### src/rtl/fifo_ctrl.sv
// fifo_ctrl: sequencing controller for the byte FIFO.
//
// Two producers share the FIFO write port through an arbiter. One consumer
// drains the FIFO through a registered valid/ready output stage. The access
// pattern keeps the FIFO within its rules:
//   - never push in two back-to-back cycles;
//   - never pop an empty or just-filled FIFO;
//   - give the head data SETTLE cycles before it is popped.
//
// Configuration macro: FIFO_CTRL_RR_EN
//   defined   -> round-robin arbitration between the two requesters
//   undefined -> fixed priority, requester 0 wins (requester 1 can starve)
//
// Ports:
//   clk, rst                      clock, synchronous active-high reset
//   in0_valid/in0_data/in0_ready  requester 0 (ready = granted this cycle)
//   in1_valid/in1_data/in1_ready  requester 1
//   fifo_push_back, fifo_data_in  FIFO write port
//   fifo_pop_front, fifo_data_out FIFO read port
//   fifo_empty/full/error         FIFO status
//   out_valid, out_data, out_ready registered consumer interface
//   err                           sticky: fifo_error was seen high
module fifo_ctrl #(
    parameter int unsigned WIDTH  = 8,
    parameter int unsigned SETTLE = 2   // legal range 2..7
) (
    input  logic             clk,
    input  logic             rst,
    input  logic             in0_valid,
    input  logic [WIDTH-1:0] in0_data,
    output logic             in0_ready,
    input  logic             in1_valid,
    input  logic [WIDTH-1:0] in1_data,
    output logic             in1_ready,
    output logic             fifo_push_back,
    output logic [WIDTH-1:0] fifo_data_in,
    output logic             fifo_pop_front,
    input  logic [WIDTH-1:0] fifo_data_out,
    input  logic             fifo_empty,
    input  logic             fifo_full,
    input  logic             fifo_error,
    output logic             out_valid,
    output logic [WIDTH-1:0] out_data,
    input  logic             out_ready,
    output logic             err
);

    localparam logic [2:0] SettleCnt = 3'(SETTLE);

    logic             push_q;
    logic [2:0]       stable_cnt;
    logic             out_valid_q;
    logic [WIDTH-1:0] out_data_q;
    logic             err_q;

    logic             push_ok;
    logic             grant0;
    logic             grant1;
    logic             can_load;
    logic             pop;

`ifdef FIFO_CTRL_RR_EN
    // 1 = requester 1 was granted last, so requester 0 wins the next tie.
    logic last_grant;

    always_ff @(posedge clk) begin
        if (rst) begin
            last_grant <= 1'b1;
        end else if (grant0 || grant1) begin
            last_grant <= grant1;
        end
    end
`endif

    // Write side: combinational grant, one push at most every other cycle.
    always_comb begin
        push_ok = !rst && !push_q && !fifo_full;
        grant0  = 1'b0;
        grant1  = 1'b0;
        if (push_ok) begin
`ifdef FIFO_CTRL_RR_EN
            if (in0_valid && in1_valid) begin
                grant0 = last_grant;
                grant1 = !last_grant;
            end else begin
                grant0 = in0_valid;
                grant1 = in1_valid;
            end
`else
            grant0 = in0_valid;
            grant1 = in1_valid && !in0_valid;
`endif
        end
    end

    always_comb begin
        in0_ready      = grant0;
        in1_ready      = grant1;
        fifo_push_back = grant0 || grant1;
        if (grant0) begin
            fifo_data_in = in0_data;
        end else if (grant1) begin
            fifo_data_in = in1_data;
        end else begin
            fifo_data_in = '0;
        end
    end

    always_ff @(posedge clk) begin
        if (rst) begin
            push_q <= 1'b0;
        end else begin
            push_q <= fifo_push_back;
        end
    end

    // Read side: the head must sit non-empty and unpopped for SETTLE cycles.
    always_comb begin
        can_load       = !out_valid_q || out_ready;
        pop            = !rst && (stable_cnt == SettleCnt) && !fifo_empty && can_load;
        fifo_pop_front = pop;
    end

    always_ff @(posedge clk) begin
        if (rst) begin
            stable_cnt <= 3'd0;
        end else if (fifo_empty || pop) begin
            stable_cnt <= 3'd0;
        end else if (stable_cnt != SettleCnt) begin
            stable_cnt <= stable_cnt + 3'd1;
        end
    end

    always_ff @(posedge clk) begin
        if (rst) begin
            out_valid_q <= 1'b0;
            out_data_q  <= '0;
        end else if (pop) begin
            out_valid_q <= 1'b1;
            out_data_q  <= fifo_data_out;
        end else if (out_valid_q && out_ready) begin
            out_valid_q <= 1'b0;
        end
    end

    always_ff @(posedge clk) begin
        if (rst) begin
            err_q <= 1'b0;
        end else begin
            err_q <= err_q || fifo_error;
        end
    end

    assign out_valid = out_valid_q;
    assign out_data  = out_data_q;
    assign err       = err_q;

endmodule

### config.mk
export PLATFORM = sky130hd
export DESIGN_NAME = fifo_ctrl
export DESIGN_NICKNAME = d
export VERILOG_FILES = /design/src/rtl/fifo_ctrl.sv
export SDC_FILE = /design/constraint.sdc
export NUM_CORES = 1
export LEC_CHECK = 0
export CORE_MARGIN = 2
export CORE_UTILIZATION = 30
export DETAILED_ROUTE_END_ITERATION = 7
export PLACE_DENSITY_LB_ADDON = 0.3
export SETUP_SLACK_MARGIN = 0.15
export SYNTH_ARGS = -nofsm -noshare
export SYNTH_HDL_FRONTEND = slang
export SYNTH_SLANG_ARGS = --single-unit
### constraint.sdc
create_clock -name clk -period 3.4 [get_ports clk]
set_input_delay 0.68 -clock clk [delete_from_list [all_inputs] [get_ports clk]]
set_output_delay 0.68 -clock clk [all_outputs]
set_load 0.05 [all_outputs]
### Word level (Yosys, flattened, before mapping)

Index checks and enable logic that the tools add are counted.

| word-level totals | value |
|---|---|
| bits in registers | 14 |
| input port bits | 32 |
| word-level logic and storage cells | 33 |

| operators by class | value |
|---|---|
| add/sub/neg operators | 1 |
| equal/unequal tests | 2 |
| multiplexer cells | 6 |
| reductions and logical operators | 19 |

Operator list:

| cell | count |
|---|---|
| 8-bit 2-to-1 mux | 2 |
| 1-bit logical AND | 7 |
| 1-bit logical NOT | 6 |
| 1-bit logical OR | 4 |
| 1-bit 2-to-1 mux | 4 |
| 3-bit by 1-bit adder with 3-bit output, second input constant | 1 |
| 3-bit by 2-bit equality test with 1-bit output, second input constant | 1 |
| 3-bit by 2-bit inequality test with 1-bit output, second input constant | 1 |
| 2-bit nonzero test | 1 |
| 2-bit OR reduction | 1 |

### Longest topological paths before layout

Gate-level depths: netlist (run 1).

| logic depth | value |
|---|---|
| word-level depth | 6 |
| depth in mapped cells | 6 |

### Worst setup path before layout (run 1)

Ideal clock, no wire load.

| path | value |
|---|---|
| path kind | input to output |
| start point | input rst |
| end point | output fifo_data_in[0] |
| data arrival time | 2.306 ns |
| required time | 2.720 ns |
| path slack | 0.414 ns |
| stages on the path | 4 |
| cell sequence | nor3_1 -> and3b_1 -> clkbuf_1 -> a22o_1 |

| between the ends | value |
|---|---|
| longest elaborated chain between the ends | 6 |

Ends and longest elaborated chain:

| element | RTL line | text |
|---|---|---|
| from (decl) | 28 | `input logic rst,` |
| 1-bit logical NOT | 77 | `push_ok = !rst && !push_q && !fifo_full;` |
| 1-bit logical AND (2 in a row) | 77 |  |
| 1-bit 2-to-1 mux | 80 | `if (push_ok) begin` |
| via in1_ready | 34 | `output logic in1_ready,` |
| 8-bit 2-to-1 mux | 102 | `end else if (grant1) begin` |
| 8-bit 2-to-1 mux | 100 | `if (grant0) begin` |
| to (decl) | 36 | `output logic [WIDTH-1:0] fifo_data_in,` |

The timed path passes the listed nets, and every way through them passes these cells.

### Worst setup path after layout (run 1)

| path | value |
|---|---|
| start point | input rst |
| end point | output fifo_data_in[4] |

| between the ends | value |
|---|---|
| longest elaborated chain between the ends | 6 |

Ends and longest elaborated chain:

| element | RTL line |
|---|---|
| 1-bit logical NOT * | 77 |
| 1-bit logical AND * (2 in a row) | 77 |
| 1-bit 2-to-1 mux | 80 |
| 8-bit 2-to-1 mux | 102 |
| 8-bit 2-to-1 mux * | 100 |

Every way passes the cells marked *; elsewhere a longest branch is shown, timed or not.

==> flow_summary.toml, run 1 <==
[sta]
fin_skew_ns = 0.00171
maxSlewViolCount = 0
finalCritPeriodShare_pct = 87.8
setup_tns_ns = 0
grt_setup_unrepaired = "false"
hold_viol_final = 0
max_freq_ghz = 0.335
min_period_ns = 2.98
worst_pin_slew_ns = 0.507
setup_viol = 0
slew_headroom_pct = 66.1

[cts]
ctsResizeCount = 0
post_cts_buffers = 0
ctsRootBufferMaster = "clkbuf_4"
htreeDepth = 1
numCtsBuffers = 3
clkTransAtPathRegs_ns = 0.08
clkLatencyLatePin_ns = 0.27
cts_num_sinks = 14
cts_tree = "done"
clk_path_buf_depth = 2
cts_hold_repair.buffers = 0

[synthesis]
synth_area_leader_cell = "dfxtp_1"
yosys.cell_types.count = 22
synthTopCellsByArea = "dfxtp_1 (39%), mux2_4 (17%), a22o_1 (9.7%)"
synth_edf_count = 0
synthArstFlopShare_pct = 0
post-synth-top-count-cell = "dfxtp_1"
ys_top_cells_by_count = "dfxtp_1 (14), a22o_1 (8), mux2_4 (8), nor2b_1 (8)"
synth_area_per_cell_um2 = 10.9
synth_area_um2 = 722
yosysTopAreaCellShare_pct = 38.8
synthCells = 66
synth_fp_nets = 100
synth_flop_cell = "dfxtp_1"
synth_seq_cells = 14
synth-seq-area-share_pct = 38.8
yosysWarnings = 0

[pwr]
swShare_pct = 25.6
p_sw_w = 0.000103
internal_power_w = 0.000298
clkPwrFrac_pct = 29.0
powerDensity_nw_per_um2 = 280
power.leakage_nw = 0.594
vdd_drop_max_mv = 0.261
seqPwrFrac_pct = 42.5
p_comb_share_pct = 28.5

[setup_path]
r2r_end = "out_data[2]$_SDFFE_PP0P_"
worstPathArrival_ns = 2.30
cp_slowest_cell = "and3b_1"
crit_path_start_kind = "input pin"
worst_path_largest_cell_delay_ns = 0.46
cp_cell_sequence = "clkdlybuf4s50_1 -> nor3_1 -> and3b_1 -> a22o_1 -> buf_12"
crit_buf_inv = 2
path_class = "in -> out"
r2r_slack_ns = 1.67
path_max_fanout = 9
required_ns = 2.72
cp_top_family = "simple AND/OR/NAND/NOR gates"
endpoint_kind = "output pin"
r2r_cells = 5
r2r-start = "stable_cnt[0]$_SDFFE_PP0P_"

[detailed_routing]
totalWireLength_mm = 1.97
drc = 0
vias_per_cell = 4.82
firstDrtPassIters = 2
wl_met3_um = 322
wire_per_inst_um = 13.3
highest_layer = "met4"
wl_met1_um = 721
drtIter0Drc = 4
vias = 713
met2_wirelength_um = 911
ant_nets = 0

[die]
die_height_um = 53.1
start_util_pct = 32.3
die_x_um = 53.1
io_pins = 54
fp.dieArea_um2 = 2810
coreArea_um2 = 2230
std_cell_rows = 17

[layout]
fillers = 193
drive_above_1_share_pct = 23.3
stdcell_area_um2 = 1430
fin_nets = 155
area_delta_synth_final_pct = 97.9
n_antenna_cell = 0

[worst_hold_path]
min_path_type = "reg -> reg"
holdPathStages = 2
whs_endpoint = "err$_SDFF_PP0_"
hp-start = "err$_SDFF_PP0_"

[global_route]
grt_pass1_vias = 708
overflow = 0
grt_pass1_wl_mm = 3.11
grt_max_degree = 15
antenna_found_initial = 0
grtUsageTotal_pct = 15.3

[run_status]
status = "completed"

[placement]
dpl_cell_area_um2 = 1390
place.detailed.hpwl_mm = 1.58
io_buffers = 53
routabilityCongestion = 0.640

[job]
cap_violations = 0
[cell usage in the layout (no fill, tap or decap)]
cell             count
buf_4                1
inv_1                2
or4b_4               1
clkbuf_4             3
buf_12              12
nor2_1               3
dfxtp_1             14
and4bb_2             1
o21ai_0              1
mux2i_1              2
and2_1               1
nor2b_1              8
clkbuf_8             1
ha_1                 2
nand2_1              1
and3b_1              1
nand2b_1             1
nor3_1               3
nand2b_4             1
a22o_1               8
or2b_1               1
clkdlybuf4s50_1     41
a211oi_1             1
o21a_1               2
mux2_4               8
[layer usage]
metal	vias to the layer above	GRT usage, %
met5	-	0
li1	345	-
met4	0	6.41
met1	321	14.8
met2	45	27.9
met3	2	6.50
[cells by family after synthesis]
kind of cell	share of synthesized area, %
adders and majority gates	3.47
and+or+nand+nor	20.6
AOI/OAI and AO/OA	13.5
DFF	38.8
buffers and inverters	4.16
muxes	19.4
[worst reg2reg max path, delay by kind of cell (launching register included)]
| family | cells | cell delay [ns] |
|---|---|---|
| and+or+nand+nor | 2 | 0.67 |
| DFF | 1 | 0.34 |
| muxes | 1 | 0.34 |
| adders and majority gates | 1 | 0.22 |
| buffers and inverters | 1 | 0.06 |
[worst max-delay path by stage]
stage | cells after the start | end | startpoint
detailed placement | 5 | fifo_data_in[4] | rst
finish | 5 | fifo_data_in[4] | rst
global placement | 5 | fifo_data_in[2] | rst
global route | 5 | fifo_data_in[4] | rst
floorplan | 4 | fifo_data_in[0] | rst
CTS | 5 | fifo_data_in[4] | rst
[registers in the layout, summed over array words and instances, names as in the netlist]
register,flops
out_data,8
err,1
stable_cnt,3
push_q,1
out_valid,1
[metrics by stage]
stage               std cells  hold slack, ns  util [%]  power [W]  setup slack, ns
floorplan                  66           0.456         -   0.000219            0.414
global placement          144           0.468      62.4   0.000287            0.427
detailed placement        144           0.466      62.4   0.000289            0.422
CTS                       148           0.485      64.0   0.000408            0.418
global route              148           0.511      64.0   0.000419            0.273
finish                    148           0.478      64.0   0.000401            0.415
[power by group through the flow]
stage	Sequential, W	Combinational [W]	Clock, W
2_1_floorplan	0.000182	0.0000373	0
3_3_place_gp	0.000174	0.000113	0
3_5_place_dp	0.000174	0.000114	0
4_1_cts	0.000170	0.000115	0.000123
5_1_grt	0.000171	0.000120	0.000128
6_report	0.000170	0.000114	0.000116
[layout make-up]
cell class                 instances  area [um^2]  share of cell area, %
clock buffer                       4         36.3                   2.54
tap                               28         35.0                   2.45
sequential                        14          280                   19.6
multi-input combinational         46          412                   28.8
timing repair buffer              54          658                   46.1
inverter                           2         7.51                  0.525
Note: power is estimated with default switching activity, not from simulation.
==> run 2, diff against run 1 <==
CTS_CLUSTER_SIZE = 12   (was not set)
==> results of run 2 <==
Final layout, timing and power as in run 1 (identical DEF).
